$ cat src/rtl/osd_cmd_pkg.sv
// Shared OSD command types plus the batch enqueuer state encoding,
// so the producer FSM and benches can decode the enqueuer debug state.
package osd_cmd_pkg;

    typedef struct packed {
        logic [3:0]  op;
        logic [11:0] reg_addr;
        logic [31:0] wdata;
    } osd_cmd_t;

    localparam int OSD_ENQ_STATE_W = 2;

    typedef enum logic [OSD_ENQ_STATE_W-1:0] {
        ENQ_IDLE    = 2'd0,
        ENQ_FETCH   = 2'd1,
        ENQ_PRESENT = 2'd2,
        ENQ_DONE    = 2'd3
    } state_t;

endpackage

$ cat src/rtl/osd_cmd_store.sv
// Command store: simple dual-port RAM, one write port, one registered
// read port. The array itself is not reset; only the read register is.
import osd_cmd_pkg::*;

module osd_cmd_store #(
    parameter  int DEPTH = 64,
    localparam int AW    = $clog2(DEPTH)
) (
    input  logic            clk,
    input  logic            rst_n,
    input  logic            we,
    input  logic [AW-1:0]   waddr,
    input  osd_cmd_t        wdata,
    input  logic            re,
    input  logic [AW-1:0]   raddr,
    output osd_cmd_t        rdata
);

    osd_cmd_t mem [DEPTH];
    osd_cmd_t rdata_q;
    osd_cmd_t rdata_d;

    always_ff @(posedge clk) begin
        if (we) begin
            mem[waddr] <= wdata;
        end
    end

    always_comb begin
        rdata_d = rdata_q;
        if (re) begin
            rdata_d = mem[raddr];
        end
    end

    always_ff @(posedge clk or negedge rst_n) begin
        if (!rst_n) begin
            rdata_q <= '0;
        end else begin
            rdata_q <= rdata_d;
        end
    end

    assign rdata = rdata_q;

endmodule

$ cat src/rtl/osd_batch_enqueuer.sv
// Replays a loaded batch of OSD commands over a valid/ready stream.
// Optional early stop via the abort port when OSD_ENQ_ABORT_EN is defined.
import osd_cmd_pkg::*;

module osd_batch_enqueuer #(
    parameter  int NUM_CMDS_MAX = 64,
    localparam int AW = $clog2(NUM_CMDS_MAX),
    localparam int CW = $clog2(NUM_CMDS_MAX + 1)
) (
    input  logic            clk,
    input  logic            rst_n,
    input  logic            load_we,
    input  logic [AW-1:0]   load_addr,
    input  osd_cmd_t        load_data,
    input  logic [CW-1:0]   seq_count,
    input  logic            start,
    output logic            busy,
    output logic            done,
    output logic            cmd_valid,
    input  logic            cmd_ready,
    output osd_cmd_t        cmd_data,
    output logic            cmd_last
`ifdef OSD_ENQ_ABORT_EN
    ,
    input  logic            abort
`endif
);

    state_t          state_q, state_d;
    logic [AW:0]     idx_q, idx_d;
    logic [CW-1:0]   cnt_q, cnt_d;
    logic [CW-1:0]   cnt_clamp;
    logic            abort_w;
    logic            last_w;
    logic            hs_w;
    logic            wr_w;
    logic            rd_w;

`ifdef OSD_ENQ_ABORT_EN
    assign abort_w = abort;
`else
    assign abort_w = 1'b0;
`endif

    assign cnt_clamp = (seq_count > CW'(NUM_CMDS_MAX))
                     ? CW'(NUM_CMDS_MAX) : seq_count;

    // idx stays below cnt, so it always fits in the count width
    assign last_w = (CW'(idx_q) == (cnt_q - CW'(1)));
    assign hs_w   = (state_q == ENQ_PRESENT) && cmd_ready;
    assign wr_w   = load_we && (state_q == ENQ_IDLE);
    assign rd_w   = (state_q == ENQ_FETCH);

    always_comb begin
        state_d = state_q;
        idx_d   = idx_q;
        cnt_d   = cnt_q;
        unique case (state_q)
            ENQ_IDLE: begin
                if (start) begin
                    cnt_d   = cnt_clamp;
                    idx_d   = '0;
                    state_d = (cnt_clamp == '0) ? ENQ_DONE : ENQ_FETCH;
                end
            end
            ENQ_FETCH: begin
                state_d = abort_w ? ENQ_DONE : ENQ_PRESENT;
            end
            ENQ_PRESENT: begin
                if (hs_w && !last_w) begin
                    idx_d   = idx_q + {{AW{1'b0}}, 1'b1};
                    state_d = abort_w ? ENQ_DONE : ENQ_FETCH;
                end else if (hs_w || abort_w) begin
                    state_d = ENQ_DONE;
                end
            end
            ENQ_DONE: begin
                state_d = ENQ_IDLE;
            end
            default: begin
                state_d = ENQ_IDLE;
            end
        endcase
    end

    always_ff @(posedge clk or negedge rst_n) begin
        if (!rst_n) begin
            state_q <= ENQ_IDLE;
            idx_q   <= '0;
            cnt_q   <= '0;
        end else begin
            state_q <= state_d;
            idx_q   <= idx_d;
            cnt_q   <= cnt_d;
        end
    end

    osd_cmd_store #(
        .DEPTH (NUM_CMDS_MAX)
    ) u_store (
        .clk   (clk),
        .rst_n (rst_n),
        .we    (wr_w),
        .waddr (load_addr),
        .wdata (load_data),
        .re    (rd_w),
        .raddr (idx_q[AW-1:0]),
        .rdata (cmd_data)
    );

    assign busy      = (state_q == ENQ_FETCH) || (state_q == ENQ_PRESENT);
    assign done      = (state_q == ENQ_DONE);
    assign cmd_valid = (state_q == ENQ_PRESENT);
    assign cmd_last  = (state_q == ENQ_PRESENT) && last_w;

endmodule

$ cat config.mk
export PLATFORM = sky130hd
export DESIGN_NAME = osd_batch_enqueuer
export DESIGN_NICKNAME = d
export VERILOG_FILES = /design/src/rtl/osd_cmd_pkg.sv /design/src/rtl/osd_cmd_store.sv /design/src/rtl/osd_batch_enqueuer.sv
export SDC_FILE = /design/constraint.sdc
export NUM_CORES = 2
export LEC_CHECK = 0
export BUFFER_PORTS_ARGS = -buffer_cell sky130_fd_sc_hd__buf_2
export CAP_MARGIN = 20
export CORE_AREA = 10 10 548 550
export DETAILED_ROUTE_END_ITERATION = 10
export DIE_AREA = 0 0 558 560
export GPL_ROUTABILITY_DRIVEN = 0
export SETUP_SLACK_MARGIN = 0.3
export SLEW_MARGIN = 10
export SYNTH_ARGS = -nofsm -noshare
export SYNTH_HDL_FRONTEND = slang
export SYNTH_SLANG_ARGS = --single-unit
$ cat constraint.sdc
create_clock -name clk -period 11.4 [get_ports clk]
set_input_delay 0.57 -clock clk [delete_from_list [all_inputs] [get_ports clk]]
set_output_delay 0.57 -clock clk [all_outputs]
set_load 0.02 [all_outputs]
==> flow_metrics.env <==
export IMPL_critPathTopFamily="buffers and inverters"
export IMPL_vias_per_cell=6.13
export IMPL_drc=0
export IMPL_die_area_um2=312000
export IMPL_synth_simple_area_share_pct=1.60
export IMPL_cts_resized_gates=0
export IMPL_hold_ws_ns=0.0765
export IMPL_cp_num_buf_inv=3
export IMPL_crit_arrival_ns=5.93
export IMPL_crit_path_end_kind="flip-flop"
export IMPL_finalPower_mw=27.6
export IMPL_clk_pin_slew_ns=0.06
export IMPL_synth_edf_count=3072
export IMPL_synth_xor_area_share_pct=0.0580
export IMPL_hp_class="in2reg"
export IMPL_synthAdderAreaFrac_pct=0.0621
export IMPL_slew_violations=0
export IMPL_drv_cap=0
export IMPL_cp_required_ns=12.17
export IMPL_fp_dieH_um=560
export IMPL_cts_num_sinks=3136
export IMPL_dp_final_hpwl_um=190000
export IMPL_slew_headroom_pct=21.5
export IMPL_first_iter_violations=7921
export IMPL_drive_above_1_share_pct=24.2
export IMPL_r2r_worst_path_cells=8
export IMPL_first_pass_iters=5
export IMPL_insertion_delay_ns=0.88
export IMPL_syn_inst=5540
export IMPL_leakage_nw=41.1
export IMPL_tightest_slew_ns=1.15
export IMPL_critPathMaxStageDelay_ns=0.94
export IMPL_rows=198
export IMPL_synth_seq_area_share_pct=77.7
export IMPL_path_depth=8
export IMPL_final_common_cell="edfxtp_1"
export IMPL_path_common_cell="buf_4"
export IMPL_async_flop_share_pct=2.04
export IMPL_grt_pass1_wl_um=484000
export IMPL_synth_top_cell_by_area="edfxtp_1"
export IMPL_cts_root_buf="clkbuf_16"
export IMPL_path_cells="buf_12 > buf_4 > buf_4 > mux4_2 > a22o_1 > a31oi_1 > o2111ai_1 > o22a_1"
export IMPL_synthesis_nets=5612
export IMPL_hold_viol=0
export IMPL_synth_compound_area_share_pct=3.42
export IMPL_io_buffers=117
export IMPL_synth_seq_cells=3136
export IMPL_setup_viol=0
export IMPL_ys_warnings_count=0
export IMPL_io_pins=118
export IMPL_start_util_pct=41.7
export IMPL_status="finished clean"
export IMPL_synth_top_family_by_area="multiplexers"
export IMPL_post_route_period_util_pct=45.2
export IMPL_synth_area_mux_share_pct=15.4
export IMPL_syn_area_um2=121000
export IMPL_antenna_found_initial=34
export IMPL_track_usage_pct=21.7
export IMPL_fin_ws_ns=6.24
export IMPL_grt_overflow=0
export IMPL_wirelength_um=349000
export IMPL_grt_max_degree=129
export IMPL_ys_top_cells_by_area="edfxtp_1 76%, mux4_2 11%, mux2i_1 3.3%"
export IMPL_area_delta_synth_final_pct=13.1
export IMPL_nets=5956
export IMPL_fmax_mhz=194
export IMPL_layout_common_cells="3072 x edfxtp_1, 595 x mux4_2, 394 x mux2i_1"
export IMPL_coreArea_um2=290000
export IMPL_critPathKind="reg2reg"
export IMPL_crit_path_top_delay_cell="buf_4"
export IMPL_skew_ns=0.0561
export IMPL_synth_main_ff_cell="edfxtp_1"
export IMPL_yosysTopAreaCellShare_pct=76.3
export IMPL_via_count=60900
export IMPL_dp_slack_ns=6.22
export IMPL_min_period_ns=5.16
export IMPL_wl_per_cell_um=35.1
export IMPL_ant_nets=0
export IMPL_grt_pass1_vias=60300
export IMPL_worstPathMaxFanout=120
export IMPL_h_tree_depth=5
export IMPL_peakVddDrop_mv=0.165
export IMPL_ctsLongestPathBuffers=4
export IMPL_holdPathStages=1
export IMPL_die_width_um=558
export IMPL_rsz0062_at_grt="false"
export IMPL_ys_types=74
export IMPL_syn_area_per_cell_um2=21.8
export IMPL_crit_path_start_kind="flip-flop"
export IMPL_p_per_area_nw_per_um2=202
export IMPL_cts_buffers=316
export IMPL_tns_ns=0
export IMPL_cts_tree="built"
[where the power goes]
part / total (mW) / leakage [nW] / internal [mW] / switching (mW)
combinational: 4.63 / 7.92 / 2.06 / 2.57
clock: 9.95 / 4.78 / 5.64 / 4.31
sequential: 13.1 / 28.4 / 12.8 / 0.235
[sequential cells by signal, indices dropped and copies added (netlist names)]
register       count
cnt_q              7
idx_q              7
state_q            2
u_store.mem     3072
u_store.rdata     48
[area by class of cell]
cell class	count	area, um2
Fill cell	23400	153000
Sequential cell	3136	93900
Multi-Input combinational cell	2082	25400
Clock buffer	416	8570
Tap cell	3800	4750
Timing Repair Buffer	337	2850
Clock inverter	149	1190
Inverter	11	41.3
Antenna cell	6	15.0
[synth_stat cells, types with 20 or more instances]
| library cell | instances |
|---|---|
| o22ai_1 | 41 |
| mux2_2 | 29 |
| edfxtp_1 | 3072 |
| buf_4 | 49 |
| a2111oi_0 | 25 |
| mux2i_1 | 394 |
| mux4_1 | 34 |
| a22oi_1 | 110 |
| dfrtp_1 | 64 |
| nand2_1 | 134 |
| o21ai_0 | 55 |
| a22o_1 | 22 |
| mux4_2 | 595 |
| nor2b_1 | 27 |
| nand3_1 | 38 |
| buf_6 | 54 |
| nand2b_1 | 20 |
| a31oi_1 | 26 |
| a211oi_1 | 48 |
| a21oi_1 | 136 |
| clkbuf_1 | 73 |
| buf_2 | 96 |
| nor2_1 | 138 |
[per-layer routing]
metal | track usage [%] | vias up | part of all wire (%)
met5 | 0 | - | 0.031
met4 | 6.42 | 18 | 3.1
met3 | 4.24 | 585 | 8.4
met2 | 35.4 | 3102 | 49
met1 | 29.8 | 33100 | 40
li1 | - | 24100 | -
[path summary, 6_finish.rpt]
path | start | to | slack, ns
min in group asynchronous | rst_n | u_store.rdata[19]$_DFFE_PN0P_ | 0.36
setup / recovery | idx_q[1]$_DFFE_PN0P_ | u_store.rdata[34]$_DFFE_PN0P_ | 6.24
hold / removal | load_data[8] | u_store.mem[19][8]$_DFFE_PP_ | 0.08
setup reg to reg | idx_q[1]$_DFFE_PN0P_ | u_store.rdata[34]$_DFFE_PN0P_ | 6.24
max in group asynchronous | rst_n | idx_q[2]$_DFFE_PN0P_ | 9.38
hold reg to reg | u_store.rdata[14]$_DFFE_PN0P_ | u_store.rdata[14]$_DFFE_PN0P_ | 0.51
[through the flow]
step           cells  utilization (%)  cell area, um2
6_report        9937             47.2          137000
5_1_grt         9934             47.2          137000
4_1_cts         9897             46.9          136000
3_5_place_dp    9324             43.5          126000
3_3_place_gp    9319             43.5          126000
2_1_floorplan   5540                -          121000
[repair_timing]
action / in CTS / in global routing
endpoints found under the hold margin: 30 / 0
setup buffers: 0 / 0
hold buffers: 8 / 0
[cells by family after synthesis]
family	after synthesis
flops	3136
mux	1052
compound gates	592
simple gates	424
buf+inv	322
xor+xnor	8
fa+ha+maj	6
Power figures use the tool's default switching activity.
